### src/rtl/exponent_add_pipe.sv
// ---------------------------------------------------------------------------
// exponent_add_pipe
//
// Exponent/sign front end of an IEEE-754 single-precision multiplier.
// Adds the biased exponents of A and B, removes one bias, and produces the
// product sign. The result travels through PIPE_DEPTH register stages with
// a valid/ready handshake on both sides and a single global stall.
//
// Parameters
//   PIPE_DEPTH  register stages from accepted input to output (1..8)
//
// Ports
//   CLK        clock, all state on the rising edge
//   RST        asynchronous active-low reset
//   in_valid   operand pair present on A/B
//   in_ready   pair is accepted this cycle (low only while stalled)
//   A, B       IEEE-754 single operands
//   out_valid  Ez_add/Sz/flags hold a result
//   out_ready  downstream consumes the result this cycle
//   Ez_add     biased product exponent, 10-bit two's complement
//              (bit 9 = underflow side, bit 8 with bit 9 clear = overflow)
//   Sz         product sign
//   zero_f, inf_f, nan_f  special-operand flags
//
// Build option
//   EXP_SPECIAL_DETECT_EN  when defined, zero/inf/nan flags are derived and
//                          pipelined with the exponent; otherwise they are 0.
// ---------------------------------------------------------------------------
module exponent_add_pipe #(
  parameter int PIPE_DEPTH = 5
) (
  input  logic        CLK,
  input  logic        RST,
  input  logic        in_valid,
  output logic        in_ready,
  input  logic [31:0] A,
  input  logic [31:0] B,
  output logic        out_valid,
  input  logic        out_ready,
  output logic [9:0]  Ez_add,
  output logic        Sz,
  output logic        zero_f,
  output logic        inf_f,
  output logic        nan_f
);

  localparam int LAST = PIPE_DEPTH - 1;

  // Denormals and zero use an effective exponent of 1. The sum is taken
  // modulo 2^10 so results below zero wrap into the upper half.
  function automatic logic signed [9:0] exp_add(input logic [7:0] ea_fld,
                                                input logic [7:0] eb_fld);
    logic [7:0] ea;
    logic [7:0] eb;
    ea = (ea_fld == 8'd0) ? 8'd1 : ea_fld;
    eb = (eb_fld == 8'd0) ? 8'd1 : eb_fld;
    return signed'({2'b00, ea} + {2'b00, eb} - 10'd127);
  endfunction

`ifdef EXP_SPECIAL_DETECT_EN
  // Returns {nan, inf, zero}. inf x zero is an invalid product, so it is
  // reported as NaN and the inf/zero flags are suppressed whenever NaN wins.
  function automatic logic [2:0] special_flags(input logic [31:0] a,
                                               input logic [31:0] b);
    logic a_nan, b_nan, a_inf, b_inf, a_zero, b_zero;
    logic nan, inf, zero;
    a_nan  = (a[30:23] == 8'hFF) && (a[22:0] != 23'd0);
    b_nan  = (b[30:23] == 8'hFF) && (b[22:0] != 23'd0);
    a_inf  = (a[30:23] == 8'hFF) && (a[22:0] == 23'd0);
    b_inf  = (b[30:23] == 8'hFF) && (b[22:0] == 23'd0);
    a_zero = (a[30:0] == 31'd0);
    b_zero = (b[30:0] == 31'd0);
    nan  = a_nan || b_nan || (a_inf && b_zero) || (a_zero && b_inf);
    inf  = (a_inf || b_inf) && !nan;
    zero = (a_zero || b_zero) && !nan;
    return {nan, inf, zero};
  endfunction
`endif

  logic               stall;
  logic               adv;
  logic signed [9:0]  ez_in;
  logic               sz_in;

  logic               vld_p [PIPE_DEPTH];
  logic signed [9:0]  ez_p  [PIPE_DEPTH];
  logic               sz_p  [PIPE_DEPTH];

  // The whole pipe freezes while the last stage holds an unconsumed result;
  // any bubble inside the pipe is not squeezed out.
  assign stall    = vld_p[LAST] && !out_ready;
  assign adv      = !stall;
  assign in_ready = adv;

  assign ez_in = exp_add(A[30:23], B[30:23]);
  assign sz_in = A[31] ^ B[31];

  always_ff @(posedge CLK or negedge RST) begin
    if (!RST) begin
      for (int i = 0; i < PIPE_DEPTH; i++) vld_p[i] <= 1'b0;
    end else if (adv) begin
      vld_p[0] <= in_valid;
      for (int i = 1; i < PIPE_DEPTH; i++) vld_p[i] <= vld_p[i-1];
    end
  end

  // ---- stage 0 .. PIPE_DEPTH-1: exponent/sign payload ----
  always_ff @(posedge CLK) begin
    if (adv) begin
      ez_p[0] <= ez_in;
      sz_p[0] <= sz_in;
      for (int i = 1; i < PIPE_DEPTH; i++) begin
        ez_p[i] <= ez_p[i-1];
        sz_p[i] <= sz_p[i-1];
      end
    end
  end

  // Payload registers are not reset; gating with the last valid bit gives
  // zeroed outputs during/after reset and for bubbles.
  assign out_valid = vld_p[LAST];
  assign Ez_add    = out_valid ? ez_p[LAST] : 10'd0;
  assign Sz        = out_valid && sz_p[LAST];

`ifdef EXP_SPECIAL_DETECT_EN
  logic [2:0] fl_in;
  logic [2:0] fl_p [PIPE_DEPTH];

  assign fl_in = special_flags(A, B);

  // ---- flag stages, aligned with the payload stages ----
  always_ff @(posedge CLK) begin
    if (adv) begin
      fl_p[0] <= fl_in;
      for (int i = 1; i < PIPE_DEPTH; i++) fl_p[i] <= fl_p[i-1];
    end
  end

  assign nan_f  = out_valid && fl_p[LAST][2];
  assign inf_f  = out_valid && fl_p[LAST][1];
  assign zero_f = out_valid && fl_p[LAST][0];
`else
  // Mantissas only matter for special-value detection.
  logic unused_mant;
  assign unused_mant = ^{A[22:0], B[22:0]};

  assign nan_f  = 1'b0;
  assign inf_f  = 1'b0;
  assign zero_f = 1'b0;
`endif

endmodule

### config.mk
export PLATFORM = sky130hd
export DESIGN_NAME = exponent_add_pipe
export DESIGN_NICKNAME = d
export VERILOG_FILES = /design/src/rtl/exponent_add_pipe.sv
export SDC_FILE = /design/constraint.sdc
export NUM_CORES = 1
export LEC_CHECK = 0
export BUFFER_PORTS_ARGS = -buffer_cell sky130_fd_sc_hd__buf_2
export CORE_UTILIZATION = 49
export DETAILED_ROUTE_END_ITERATION = 8
export PLACE_DENSITY = 0.78
export SYNTH_ARGS = -nofsm -noshare
export SYNTH_HDL_FRONTEND = slang
export SYNTH_SLANG_ARGS = --single-unit
### constraint.sdc
create_clock -name CLK -period 2.58 [get_ports CLK]
set_input_delay 0.129 -clock CLK [delete_from_list [all_inputs] [get_ports CLK]]
set_output_delay 0.129 -clock CLK [all_outputs]
set_load 0.02 [all_outputs]
==> flow_summary.html <==
<table>
<tr><th>Metric</th><th>Value</th></tr>
<tr><th colspan="2">Run status</th></tr>
<tr><td>Outcome</td><td>finished clean</td></tr>
<tr><th colspan="2">Place</th></tr>
<tr><td>Cell total after placement</td><td>238</td></tr>
<tr><td>GP Congestion</td><td>0.728</td></tr>
<tr><td>Placed cell areas</td><td>0.00266 mm2</td></tr>
<tr><td>Detail Placement HPWL</td><td>2020 um</td></tr>
<tr><td>Number of buffer cells added on primary ports</td><td>34</td></tr>
<tr><th colspan="2">Final layout</th></tr>
<tr><td>Relative area change from synthesis to final layout</td><td>15.4%</td></tr>
<tr><td>Count of antenna diodes in the layout</td><td>0</td></tr>
<tr><td>Combined area of the multi-input logic cells</td><td>577 um2</td></tr>
<tr><td>Final net count</td><td>267</td></tr>
<tr><td>Fillcell total</td><td>371</td></tr>
<tr><td>Post-Layout Cell Count</td><td>255</td></tr>
<tr><td>Most frequent cells in the layout</td><td>edfxtp_1, buf_2, ha_1</td></tr>
<tr><td>Share of cells above drive strength 1</td><td>31.4%</td></tr>
<tr><td>Finished layout cell area</td><td>0.00283 mm2</td></tr>
<tr><td>Most common cell after layout, fill and taps aside</td><td>edfxtp_1</td></tr>
<tr><td>Sequential cell area in the final layout</td><td>0.00178 mm2</td></tr>
<tr><th colspan="2">Clock tree</th></tr>
<tr><td>Sink Count</td><td>60</td></tr>
<tr><td>Clock insertion delay at the later pin of the skew report</td><td>0.31 ns</td></tr>
<tr><td>Clock-pin transition on the worst setup and hold timing paths</td><td>0.06 ns</td></tr>
<tr><td>CTS Root Buffer Type</td><td>clkbuf_8</td></tr>
<tr><td>Max clock buf depth</td><td>2</td></tr>
<tr><td>Number of levels in the clock H-tree</td><td>3</td></tr>
<tr><td>CTS buffer count</td><td>9</td></tr>
<tr><td>CTS tree</td><td>done</td></tr>
<tr><th colspan="2">Synth</th></tr>
<tr><td>Synthesis Warnings</td><td>0</td></tr>
<tr><td>Count of cell types in the netlist</td><td>29</td></tr>
<tr><td>Synthesized flop and latch total</td><td>60</td></tr>
<tr><td>Netlist area before placement</td><td>0.00245 mm2</td></tr>
<tr><td>Register area share after synthesis</td><td>72.6%</td></tr>
<tr><td>Gate count after technology mapping</td><td>150</td></tr>
<tr><td>Avg Cell Area, Syn</td><td>16.3 um2</td></tr>
<tr><th colspan="2">Global route</th></tr>
<tr><td>Met2 Resource Use GR</td><td>21.6%</td></tr>
<tr><td>Number of global-route vias before repair</td><td>1178</td></tr>
<tr><td>Met1 capacity usage during global routing</td><td>12.9%</td></tr>
<tr><td>Met3 layer usage reported by global route</td><td>4.28%</td></tr>
<tr><td>Most Crowded Layer GR</td><td>met2</td></tr>
<tr><td>Antenna violations before repair</td><td>0</td></tr>
<tr><td>Largest net degree at the start of global routing</td><td>27</td></tr>
<tr><td>First-pass GRT wire length</td><td>4820 um</td></tr>
<tr><td>GRT Overall Usage</td><td>12.9%</td></tr>
<tr><td>Final global-route overflow total</td><td>0</td></tr>
<tr><th colspan="2">Floorplanning</th></tr>
<tr><td>Number of ports placed on the die boundary</td><td>84</td></tr>
<tr><td>Initial standard-cell utilization of the core</td><td>51.5%</td></tr>
<tr><td>Floorplan die width</td><td>72.7 um</td></tr>
<tr><td>Total number of placement rows</td><td>25</td></tr>
<tr><td>Core area</td><td>0.00475 mm2</td></tr>
<tr><td>Full die area</td><td>0.00528 mm2</td></tr>
<tr><td>Overall die height</td><td>72.7 um</td></tr>
<tr><th colspan="2">Critical path</th></tr>
<tr><td>Nature of the critical path endpoint</td><td>output port</td></tr>
<tr><td>Highest net fanout along the worst path</td><td>23</td></tr>
<tr><td>Type of origin of the critical path</td><td>flip-flop</td></tr>
<tr><td>Arrival time worst endpoint</td><td>1.86 ns</td></tr>
<tr><td>Endpoint required time on the critical path</td><td>2.45 ns</td></tr>
<tr><td>Type of the worst setup path</td><td>reg2out</td></tr>
<tr><th colspan="2">Detailed routing</th></tr>
<tr><td>Average wire length per cell after detail routing</td><td>11.1 um</td></tr>
<tr><td>Iteration-0 DRC Markers</td><td>53</td></tr>
<tr><td>First-pass DRT Iterations</td><td>4</td></tr>
<tr><td>Average vias per placed instance</td><td>4.77</td></tr>
<tr><td>Final antenna-violating net count</td><td>0</td></tr>
<tr><td>Total number of vias</td><td>1217</td></tr>
<tr><td>Final wirelength</td><td>2830 um</td></tr>
<tr><td>Remaining DRCs</td><td>0</td></tr>
<tr><th colspan="2">Power</th></tr>
<tr><td>Peak supply drop</td><td>0.406 mV</td></tr>
<tr><td>Total Power Consumption</td><td>2860 uW</td></tr>
<tr><td>Pwr Density</td><td>1010 mW/mm2</td></tr>
<tr><td>Lkg Pwr</td><td>0.00116 uW</td></tr>
<tr><th colspan="2">STA</th></tr>
<tr><td>F_max</td><td>0.503 GHz</td></tr>
<tr><td>Setup repair after global routing missed its margin</td><td>no</td></tr>
<tr><td>Shortest clock period the worst path allows after layout</td><td>1.99 ns</td></tr>
<tr><td>Number of hold violations in the final report</td><td>0</td></tr>
<tr><td>Period utilisation layout</td><td>77.1%</td></tr>
<tr><td>Worst setup skew after layout</td><td>0.00483 ns</td></tr>
<tr><td>Final hold slack</td><td>0.0588 ns</td></tr>
<tr><td>Pins over their slew limit</td><td>0</td></tr>
<tr><td>Total of endpoints with negative setup slack in the final report</td><td>0</td></tr>
<tr><td>Slew headroom</td><td>66.8%</td></tr>
<tr><td>Measured slew at the worst slew-check pin</td><td>0.497 ns</td></tr>
<tr><td>Final-layout setup total negative slack</td><td>0 ns</td></tr>
<tr><th colspan="2">Job</th></tr>
<tr><td>Maximum Capacitance Violations</td><td>0</td></tr>
<tr><th colspan="2">Min path</th></tr>
<tr><td>Hold WC Path Type</td><td>in2reg</td></tr>
</table>
[worst paths after layout]
check                      slack, ns  depth (start not counted)                    end                   from
setup / recovery                0.59                          3               in_ready  out_valid$_DFFE_PN0N_
hold / removal                  0.06                          2   vld_p[4]$_DFFE_PN0N_               in_valid
setup reg to reg                0.77                          3   ez_p[0][5]$_DFFE_PN_  out_valid$_DFFE_PN0N_
hold reg to reg                 0.41                          0  ez_p[0][39]$_DFFE_PN_  ez_p[0][29]$_DFFE_PN_
max in group asynchronous       2.30                          2  out_valid$_DFFE_PN0N_                    RST
min in group asynchronous       0.15                          2   vld_p[2]$_DFFE_PN0N_                    RST
[flip-flops by register name, indices dropped and copies added, names as in the netlist]
register,count
ez_p,50
sz_p,5
out_valid,1
vld_p,4
[layout make-up]
type | instances | area share, %
Sequential cell | 60 | 62.9
Multi-Input combinational cell | 68 | 20.4
Timing Repair Buffer | 37 | 7.35
Clock buffer | 13 | 4.92
Tap cell | 67 | 2.97
Inverter | 7 | 0.930
Clock inverter | 3 | 0.531
[layer usage]
layer,wire [um],part of all wire [%]
met2,1400,49
met4,113,4.0
met3,153,5.4
met5,0,0
met1,1170,41
[where the power goes]
group          leakage, uW  switching, uW  internal, uW
clock            0.0000812            299           344
combinational     0.000468            351           229
sequential        0.000613           98.9          1530
[critical path, cell delays in order (launching register included)]
cell     delay, ns
dfrtp_1       0.48
nor2b_1       0.47
inv_2         0.34
buf_2         0.26
[cell families after synthesis]
kind of cell | Yosys count | share of synthesized area [%]
buf+inv | 24 | 4.14
simple gates | 22 | 5.22
xor+xnor | 6 | 2.15
fa+ha+maj | 16 | 8.49
flops | 60 | 72.6
mux | 4 | 1.84
compound gates | 17 | 5.42
other cells | 1 | 0.153
[per-stage QoR]
step	util, %	worst slack [ns]
after floorplan	-	0.206
after global placement	56.0	0.414
after detailed placement	56.0	0.348
after CTS	59.4	0.515
after global routing	59.4	0.351
final	59.4	0.590
[what timing repair did]
| item | CTS | global route |
|---|---|---|
| hold buffers | 1 | 0 |
| setup endpoints to repair | 0 | 0 |
| setup buffers | 0 | 0 |
| endpoints found under the hold margin | 5 | 0 |
| resized for setup | 0 | 0 |
[cell usage after synthesis (all sizes together)]
| master | instances | area, um2 |
|---|---|---|
| nor2 | 2 | 7.51 |
| nor4 | 2 | 12.5 |
| a211o | 1 | 8.76 |
| conb | 1 | 3.75 |
| nand2 | 2 | 10.0 |
| nor2b | 1 | 6.26 |
| o31ai | 1 | 21.3 |
| mux2 | 4 | 45.0 |
| fa | 1 | 20.0 |
| and2 | 11 | 68.8 |
| xor2 | 4 | 35.0 |
| xnor2 | 2 | 17.5 |
| or2 | 1 | 6.26 |
| edfxtp | 55 | 1650 |
| o22ai | 1 | 6.26 |
| dfrtp | 5 | 125 |
| a21oi | 8 | 43.8 |
| nor3 | 2 | 10.0 |
| o21a | 1 | 7.51 |
| inv | 7 | 26.3 |
| nand2b | 1 | 6.26 |
| ha | 15 | 188 |
| buf | 3 | 22.5 |
| o21ai | 1 | 5.00 |
| clkbuf | 14 | 52.6 |
| a21o | 2 | 15.0 |
| a211oi | 2 | 25.0 |
(Power assumes the default switching activity.)
